$ cat config.mk
export PLATFORM = sky130hd
export DESIGN_NAME = adat_frame_reader
export DESIGN_NICKNAME = d
export VERILOG_FILES = /design/src/rtl/adat_frame_reader.sv
export SDC_FILE = /design/constraint.sdc
export NUM_CORES = 1
export LEC_CHECK = 0
export CORE_MARGIN = 8
export CORE_UTILIZATION = 40
export CTS_CLUSTER_SIZE = 28
export DETAILED_ROUTE_END_ITERATION = 7
export PLACE_DENSITY_LB_ADDON = 0.1
export SYNTH_ARGS = -nofsm -noshare
export SYNTH_HDL_FRONTEND = slang
export SYNTH_SLANG_ARGS = --single-unit
$ cat constraint.sdc
create_clock -name clk_x4_i -period 2 [get_ports clk_x4_i]
set_clock_uncertainty 0.2 [all_clocks]
set_input_delay 0.4 -clock clk_x4_i [delete_from_list [all_inputs] [get_ports clk_x4_i]]
set_output_delay 0.4 -clock clk_x4_i [all_outputs]
set_load 0.01 [all_outputs]
$ cat src/rtl/adat_frame_reader.sv
// ADAT frame reader: pulls committed frames out of the bit-serial RAM as 8 x 24-bit samples.
// Optional ADAT_USER_BITS_EN: user bits ride in sample_o[3:0] of every word of a frame.
module adat_frame_reader #(
  parameter int CIRC_BUF_BITS = 3
) (
  input  logic                       clk_x4_i,
  input  logic                       reset_ni,
  input  logic                       has_sync_i,
  input  logic [CIRC_BUF_BITS-1:0]   last_good_frame_idx_i,
  input  logic [3:0]                 user_bits_i,
  output logic [CIRC_BUF_BITS+7:0]   ram_read_addr_o,
  input  logic                       ram_read_data_i,
  output logic [31:0]                sample_o,
  output logic [2:0]                 channel_o,
  output logic                       sample_valid_o,
  input  logic                       sample_ready_i,
  output logic                       overrun_o,
  output logic                       busy_o
);

  localparam int IW = CIRC_BUF_BITS;
  localparam logic [1:0] S_IDLE    = 2'd0;
  localparam logic [1:0] S_FETCH   = 2'd1;
  localparam logic [1:0] S_DRAIN   = 2'd2;
  localparam logic [1:0] S_PRESENT = 2'd3;

  logic [1:0]    state_q, state_d;
  logic [IW-1:0] idx_q, idx_d;
  logic          pending_q, pending_d;
  logic [IW-1:0] pend_idx_q, pend_idx_d;
  logic [IW-1:0] cur_idx_q, cur_idx_d;
  logic [2:0]    ch_q, ch_d;
  logic [4:0]    bit_q, bit_d;
  logic          drain_q, drain_d;
  logic          v1_q, v1_d;
  logic          v2_q, v2_d;
  logic [23:0]   sr_q, sr_d;
  logic [IW+7:0] addr_q, addr_d;
  logic [31:0]   sample_q, sample_d;
  logic          valid_q, valid_d;
  logic          overrun_q, overrun_d;
  logic [3:0]    user_q, user_d;
  logic [7:0]    low_byte;
  logic          new_frame;
  logic          take;

`ifdef ADAT_USER_BITS_EN
  assign low_byte = {4'h0, user_q};
`else
  logic unused_user;
  assign unused_user = ^user_q;
  assign low_byte = 8'h00;
`endif

  always_comb begin
    state_d    = state_q;
    pending_d  = pending_q;
    pend_idx_d = pend_idx_q;
    cur_idx_d  = cur_idx_q;
    ch_d       = ch_q;
    bit_d      = bit_q;
    drain_d    = drain_q;
    addr_d     = addr_q;
    sample_d   = sample_q;
    valid_d    = valid_q;
    user_d     = user_q;
    idx_d      = last_good_frame_idx_i;
    new_frame  = has_sync_i && (last_good_frame_idx_i != idx_q);
    take       = (state_q == S_IDLE) && pending_q && has_sync_i;
    overrun_d  = new_frame && pending_q && !take;
    v1_d       = (state_q == S_FETCH);
    v2_d       = v1_q;
    sr_d       = v2_q ? {sr_q[22:0], ram_read_data_i} : sr_q;
    // A frame committed in the same cycle as the take stays pending.
    if (take) pending_d = 1'b0;
    if (new_frame) begin
      pending_d  = 1'b1;
      pend_idx_d = last_good_frame_idx_i;
    end
    if (!has_sync_i) pending_d = 1'b0;
    unique case (1'b1)
      (state_q == S_IDLE): begin
        if (take) begin
          cur_idx_d = pend_idx_q;
          user_d    = user_bits_i;
          ch_d      = 3'd0;
          bit_d     = 5'd0;
          addr_d    = {pend_idx_q, 3'd0, 5'd0};
          state_d   = S_FETCH;
        end
      end
      (state_q == S_FETCH): begin
        if (bit_q == 5'd23) begin
          drain_d = 1'b0;
          state_d = S_DRAIN;
        end else begin
          bit_d  = bit_q + 5'd1;
          addr_d = {cur_idx_q, ch_q, bit_q + 5'd1};
        end
      end
      (state_q == S_DRAIN): begin
        if (drain_q) begin
          sample_d = {sr_d, low_byte};
          valid_d  = 1'b1;
          state_d  = S_PRESENT;
        end else begin
          drain_d = 1'b1;
        end
      end
      (state_q == S_PRESENT): begin
        if (sample_ready_i) begin
          valid_d = 1'b0;
          if (ch_q == 3'd7) begin
            state_d = S_IDLE;
          end else begin
            ch_d    = ch_q + 3'd1;
            bit_d   = 5'd0;
            addr_d  = {cur_idx_q, ch_q + 3'd1, 5'd0};
            state_d = S_FETCH;
          end
        end
      end
      default: ;
    endcase
  end

  always_ff @(posedge clk_x4_i or negedge reset_ni) begin
    if (!reset_ni) begin
      state_q    <= S_IDLE;
      idx_q      <= '0;
      pending_q  <= 1'b0;
      pend_idx_q <= '0;
      cur_idx_q  <= '0;
      ch_q       <= 3'd0;
      bit_q      <= 5'd0;
      drain_q    <= 1'b0;
      v1_q       <= 1'b0;
      v2_q       <= 1'b0;
      sr_q       <= 24'd0;
      addr_q     <= '0;
      sample_q   <= 32'd0;
      valid_q    <= 1'b0;
      overrun_q  <= 1'b0;
      user_q     <= 4'd0;
    end else begin
      state_q    <= state_d;
      idx_q      <= idx_d;
      pending_q  <= pending_d;
      pend_idx_q <= pend_idx_d;
      cur_idx_q  <= cur_idx_d;
      ch_q       <= ch_d;
      bit_q      <= bit_d;
      drain_q    <= drain_d;
      v1_q       <= v1_d;
      v2_q       <= v2_d;
      sr_q       <= sr_d;
      addr_q     <= addr_d;
      sample_q   <= sample_d;
      valid_q    <= valid_d;
      overrun_q  <= overrun_d;
      user_q     <= user_d;
    end
  end

  assign ram_read_addr_o = addr_q;
  assign sample_o        = sample_q;
  assign channel_o       = ch_q;
  assign sample_valid_o  = valid_q;
  assign overrun_o       = overrun_q;
  assign busy_o          = (state_q != S_IDLE);

endmodule

# Yosys cells after proc, flatten, opt, wreduce, memory -nomap -nowiden
# Index checks and enable logic that the tools add are counted.
# word_totals
register_bits	84
input_bits	12
out_inout_bits	49
word_cells	79
# op_classes
n_addsub	2
n_eq_ne	13
mux	29
n_reduce_logical	20
# ops
operator	count
$mux W11	4
$pmux W11 S3	1
$mux W24	1
$mux W5	4
$pmux W5 S3	1
$ne A2 B2 Y1 const B	5
$reduce_and A5 Y1	2
$mux W3	3
$mux W2	4
$pmux W2 S4	1
$reduce_bool A2 Y1	4
$mux W1	7
$pmux W3 S2	1
$reduce_and A2 Y1	3
$add A5 B1 Y5 const B	1
$eq A5 B5 Y1 const B	1
$logic_and A1 B1 Y1	5
$eq A2 B2 Y1 const B	2
$pmux W1 S2	2
$reduce_and A4 Y1	1
$reduce_bool A4 Y1	1
$add A3 B1 Y3 const B	1
$eq A3 B3 Y1 const B	1
$ne A3 B1 Y1 const B	1
7 further kinds	7

# Longest topological paths before layout
# logic_depth
depth_word	6
ltp_mapped	7
mapped_depth_nobuf	6

# Worst setup path before layout
# No wires, ideal clock.
# synth_timing
kind	register -> register
startpoint	register ch_q[0] (netlist: channel_o[0])
endpoint	register bit_q[0]
setup_ns	0.125
arrival_ns	1.906
required_time_ns	1.675
setup_slack_ns	-0.231
stages_incl_launch_ff	7
path_buffers	0
synth_period_minus_slack_ns	2.231
path_cell_list	dfrtp_1 ha_1 ha_1 nand2b_1 a221oi_4 o21ai_4 mux2_2
# synth_between
elab_chain_len	3
# synth_rtl
element	line_no	text
start, declared	32	logic [2:0] ch_q, ch_d;
start signal, assigned	151	ch_q <= ch_d;
$eq A3 B3 Y1	113	if (ch_q == 3'd7) begin
$ne A2 B2 Y1 (no line)	--	
$reduce_and A5 Y1 (no line)	--	
end signal, assigned	152	bit_q <= bit_d;
end, declared	33	logic [4:0] bit_q, bit_d;
# Every way passes these cells.
# A chain may end at the register's enable or synchronous reset.

# Final worst setup path
# layout_timing
startpoint	register state_q[0]
endpoint	register state_q[1]
# layout_between
word_cells_on_any_way	13
classes_between	7 x eq/ne; 1 x mux; 5 x reduce/logical
# layout_lines
element	line_no	text
start, declared	27	logic [1:0] state_q, state_d;
start signal, assigned	146	state_q <= state_d;
$eq A2 B1 Y1 (*)	--	
via v1_d	35	logic v1_q, v1_d;
$ne A2 B1 Y1 (no line) or $reduce_bool A4 Y1 (tied branches)	--	
$reduce_and A5 Y1 (no line)	--	
# The timed path passes the listed nets; every way through them passes the cells marked *.

==> report_table.html <==
<table>
<tr><th>Metric</th><th>Value</th></tr>
<tr><th colspan="2">Finish</th></tr>
<tr><td>Final #Nets</td><td>351</td></tr>
<tr><td>Area added between synthesis and finish</td><td>33.4%</td></tr>
<tr><td>Final-layout fill cell count</td><td>747</td></tr>
<tr><td>Antenna Cells</td><td>0</td></tr>
<tr><td>Proportion of layout cells with a drive suffix above 1</td><td>42.1%</td></tr>
<tr><td>Fin cells</td><td>443</td></tr>
<tr><th colspan="2">Logic synthesis</th></tr>
<tr><td>Yosys top cell area share</td><td>58.1%</td></tr>
<tr><td>Predominant post-synthesis flop cell</td><td>sky130_fd_sc_hd__dfrtp_1</td></tr>
<tr><td>Fraction of the yosys area taken by sequential cells</td><td>58.1%</td></tr>
<tr><td>Number of flops mapped to enable cells by yosys</td><td>0</td></tr>
<tr><td>Fraction of registers with async set/reset</td><td>100%</td></tr>
<tr><td>Total of warnings raised by yosys</td><td>0</td></tr>
<tr><td>Post-synthesis area per instance</td><td>13.9 µm²</td></tr>
<tr><td>Post-Synthesis Cell Area</td><td>0.00345 mm²</td></tr>
<tr><td>Biggest area consumer among synthesized cells</td><td>sky130_fd_sc_hd__dfrtp_1</td></tr>
<tr><td>Ranking of synthesized cells by area</td><td>sky130_fd_sc_hd__dfrtp_1 58%, sky130_fd_sc_hd__mux2_2 22%, sky130_fd_sc_hd__ha_1 2.9%</td></tr>
<tr><td>Flip-flop and latch count after synthesis</td><td>80</td></tr>
<tr><td>Cell count after synthesis</td><td>248</td></tr>
<tr><td>Yosys cell types</td><td>35</td></tr>
<tr><th colspan="2">STA</th></tr>
<tr><td>Final period utilization</td><td>100%</td></tr>
<tr><td>Final setup violation count</td><td>2</td></tr>
<tr><td>Minimum clock period</td><td>2.00 ns</td></tr>
<tr><td>Max Freq</td><td>499 MHz</td></tr>
<tr><td>TNS Setup</td><td>-0.00609 ns</td></tr>
<tr><td>Final hold vios</td><td>0</td></tr>
<tr><td>Unrepaired setup endpoints after global routing</td><td>yes</td></tr>
<tr><td>Hold_ws</td><td>0.155 ns</td></tr>
<tr><td>Worst path setup slack after routing</td><td>-0.00442 ns</td></tr>
<tr><td>Max Slew Vio Count</td><td>0</td></tr>
<tr><th colspan="2">GRT</th></tr>
<tr><td>Overall fraction of global-route tracks in use</td><td>11.3%</td></tr>
<tr><td>Grt peak-use layer</td><td>met2</td></tr>
<tr><td>Wire length of the first global-routing pass</td><td>10500 µm</td></tr>
<tr><td>Met1 track utilization from global routing</td><td>13.2%</td></tr>
<tr><td>Met2 routing resource usage after global routing</td><td>18.4%</td></tr>
<tr><td>Overflow left after global routing</td><td>0</td></tr>
<tr><td>Via count of the first global-routing pass</td><td>2193</td></tr>
<tr><td>Met3 routing resource usage after global routing</td><td>4.85%</td></tr>
<tr><td>Largest net degree at the start of global routing</td><td>32</td></tr>
<tr><td>Number of antenna violations at the first check in global routing</td><td>0</td></tr>
<tr><th colspan="2">Route</th></tr>
<tr><td>Iteration-0 DRC count of the detailed router</td><td>51</td></tr>
<tr><td>DRC errors left</td><td>0</td></tr>
<tr><td>WL final</td><td>6370 µm</td></tr>
<tr><td>Routed Antenna Nets</td><td>0</td></tr>
<tr><td>Number of vias per cell</td><td>4.88</td></tr>
<tr><td>Overall via count from detail_route</td><td>2163</td></tr>
<tr><td>Mean routed wirelength per cell</td><td>14.4 µm</td></tr>
<tr><td>Number of search-and-repair iterations in the first detailed-routing pass</td><td>5</td></tr>
<tr><th colspan="2">Critical path</th></tr>
<tr><td>Reg-to-reg setup timing slack</td><td>-0.004 ns</td></tr>
<tr><td>Crit Reg-Reg Startpoint</td><td>state_q[0]</td></tr>
<tr><td>Number of cells on the worst reg-to-reg path</td><td>6</td></tr>
<tr><td>CP max-delay cell</td><td>sky130_fd_sc_hd__dfrtp_1</td></tr>
<tr><td>Critical Path End Type</td><td>flip-flop</td></tr>
<tr><td>Chain of cells forming the critical path</td><td>buf_6 &gt; ha_4 &gt; buf_4 &gt; a222oi_1 &gt; nand2_1 &gt; mux2_4</td></tr>
<tr><td>Startpoint types</td><td>flip-flop</td></tr>
<tr><td>Arrival time at the worst endpoint</td><td>2.03 ns</td></tr>
<tr><td>End point of the critical path</td><td>state_q[1]</td></tr>
<tr><td>Gate family responsible for the most delay along the worst path</td><td>flip-flops</td></tr>
<tr><td>Worst reg2reg path endpoint</td><td>state_q[1]</td></tr>
<tr><td>Peak fanout along the critical path</td><td>6</td></tr>
<tr><td>Crit Path Class</td><td>flip-flop to flip-flop</td></tr>
<tr><td>CP Launch Point</td><td>state_q[0]</td></tr>
<tr><td>Stages on the worst setup path</td><td>6</td></tr>
<tr><td>Number of buffers and inverters on the critical path</td><td>2</td></tr>
<tr><td>Data required time at the worst endpoint</td><td>2.03 ns</td></tr>
<tr><td>Longest individual stage delay on the worst path</td><td>0.43 ns</td></tr>
<tr><th colspan="2">Job</th></tr>
<tr><td>Max-Cap Viols</td><td>0</td></tr>
<tr><th colspan="2">Placement</th></tr>
<tr><td>Dpl hpwl</td><td>4530 µm</td></tr>
<tr><td>Post-Place Cells</td><td>423</td></tr>
<tr><td>Final GP Congestion</td><td>0.781</td></tr>
<tr><td>Buffers added on ports</td><td>48</td></tr>
<tr><th colspan="2">Floorplan</th></tr>
<tr><td>Die area</td><td>0.0118 mm²</td></tr>
<tr><td>Core Box Area</td><td>0.00855 mm²</td></tr>
<tr><td>Floorplan die height</td><td>109 µm</td></tr>
<tr><td>Number of top-level design ports</td><td>61</td></tr>
<tr><td>Chip width</td><td>109 µm</td></tr>
<tr><td>Number of core rows</td><td>34</td></tr>
<tr><td>Starting density of the core</td><td>40.3%</td></tr>
<tr><th colspan="2">Power</th></tr>
<tr><td>Max IR drop VDD</td><td>0.770 mV</td></tr>
<tr><td>Static Leak</td><td>0.00211 µW</td></tr>
<tr><td>Overall power consumption</td><td>7400 µW</td></tr>
<tr><td>Ratio of total power to cell area</td><td>1610 mW/mm²</td></tr>
<tr><th colspan="2">Clock network</th></tr>
<tr><td>Clock buffer count from CTS</td><td>9</td></tr>
<tr><td>Root buffer cell</td><td>sky130_fd_sc_hd__clkbuf_8</td></tr>
<tr><td>Deepest clock path buffer count</td><td>2</td></tr>
<tr><td>CTS HTree Levels</td><td>3</td></tr>
<tr><td>CTS tree</td><td>yes</td></tr>
<tr><td>Clock Latency Late Sink</td><td>0.34 ns</td></tr>
<tr><td>Worst-path clk slew</td><td>0.08 ns</td></tr>
<tr><td>Count of clock tree sinks</td><td>80</td></tr>
<tr><th colspan="2">Run status</th></tr>
<tr><td>Result of the run</td><td>complete, but fails checks</td></tr>
<tr><td>Violated checks</td><td>negative setup slack</td></tr>
<tr><th colspan="2">Worst hold path</th></tr>
<tr><td>HP Class</td><td>flip-flop to flip-flop</td></tr>
</table>
per-layer routing:
metal / vias up / share of wire, % / wire length (µm)
met5: - / 0 / 0
met4: 0 / 0.93 / 59
met2: 44 / 50 / 3180
li1: 1024 / - / -
met3: 7 / 6.4 / 405
met1: 1088 / 43 / 2730
worst register-to-register path: cells and delay by family, from the launching register on:
kind | cells | cell delay [ns]
AO/OA/AOI/OAI | 1 | 0.33
adder cells (fa/ha/maj) | 1 | 0.16
buffers and inverters | 2 | 0.31
flip-flops | 1 | 0.43
AND/OR/NAND/NOR | 1 | 0.15
multiplexers | 1 | 0.31
worst min-delay path by stage:
stage              endpoint  slack, ns     start  depth (start not counted)
3_3_place_gp   sample_o[13]       0.13  reset_ni                          1
4_1_cts                v2_q       0.16      v1_q                          0
3_5_place_dp   sample_o[12]       0.12  reset_ni                          1
6_report               v2_q       0.16      v1_q                          0
2_1_floorplan      bit_q[0]       -0.1  reset_ni                          0
5_1_grt                v2_q       0.17      v1_q                          0
cell usage in the layout, fill, tap and decap left out, types with 7 or more instances in the layout:
master                            instances
sky130_fd_sc_hd__conb_1                   8
sky130_fd_sc_hd__nand2_1                  7
sky130_fd_sc_hd__ha_4                     7
sky130_fd_sc_hd__dfrtp_1                 76
sky130_fd_sc_hd__a22o_1                   7
sky130_fd_sc_hd__mux2_2                  65
sky130_fd_sc_hd__clkdlybuf4s50_1         41
sky130_fd_sc_hd__clkbuf_8                 9
sky130_fd_sc_hd__inv_1                    7
sky130_fd_sc_hd__buf_4                   30
area by class of cell:
class	instances	area [µm²]	share of cell area (%)
flip-flops and latches	80	2010	43.6
multi-input cells	146	1440	31.3
repair buffers	85	820	17.8
well taps	108	135	2.94
clock buffers	10	128	2.77
inverters	9	38.8	0.843
clock inverters	5	33.8	0.734
through the flow:
stage               area, µm²  setup WS (ns)  utilization [%]
floorplan                3520         -0.132                -
global placement         4290         -0.229             50.2
detailed placement       4290         -0.246             50.2
CTS                      4490        -0.0216             52.5
global route             4600         -0.108             53.8
finish                   4600       -0.00442             53.8
where the power goes:
group          internal, µW  switching (µW)
clock                   444             562
combinational          2250            1540
sequential             2270             334
total                  4960            2440
cell families after synthesis:
| kind of cell | after synthesis | synth area share [%] |
|---|---|---|
| DFF | 80 | 58.1 |
| muxes | 68 | 22.2 |
| and+or+nand+nor | 30 | 4.54 |
| buffers and inverters | 29 | 4.61 |
| AOI/OAI and AO/OA | 28 | 6.60 |
| adders and majority gates | 8 | 2.90 |
| xor gates and xnor gates | 4 | 1.02 |
| other | 1 | 0.109 |
repair_timing:
item | in CTS | in global routing
gates resized for setup | 10 | 24
cloned | 0 | 0
setup buffers | 2 | 3
hold buffers | 1 | 0
endpoints found under the hold margin | 21 | 0
pin swaps | 2 | 7
setup endpoints to repair | 36 | 22
sequential cells by signal, summed over array words and instances, names as in the netlist:
| name | flops |
|---|---|
| sample_o | 24 |
| sr_q | 24 |
| ram_read_addr_o | 7 |
| bit_q | 5 |
| channel_o | 3 |
| cur_idx_q | 3 |
| idx_q | 3 |
| pend_idx_q | 3 |
| state_q | 2 |
| drain_q | 1 |
| overrun_o | 1 |
| pending_q | 1 |
| sample_valid_o | 1 |
| v1_q | 1 |
| v2_q | 1 |
cells in the mapped netlist, types with 3 or more instances:
master and instances:
sky130_fd_sc_hd__clkbuf_1 4, sky130_fd_sc_hd__nand4_1 3, sky130_fd_sc_hd__mux2_2 67, sky130_fd_sc_hd__nor2_1 7, sky130_fd_sc_hd__inv_1 9, sky130_fd_sc_hd__nor3_1 4
sky130_fd_sc_hd__a21oi_1 4, sky130_fd_sc_hd__a22o_1 7, sky130_fd_sc_hd__o21ai_0 5, sky130_fd_sc_hd__dfrtp_1 80, sky130_fd_sc_hd__nand2_1 7, sky130_fd_sc_hd__buf_2 4
sky130_fd_sc_hd__xor2_1 3, sky130_fd_sc_hd__nand3_1 4, sky130_fd_sc_hd__ha_1 8, sky130_fd_sc_hd__buf_4 12
No activity file was read; power rests on OpenSTA's default activity.
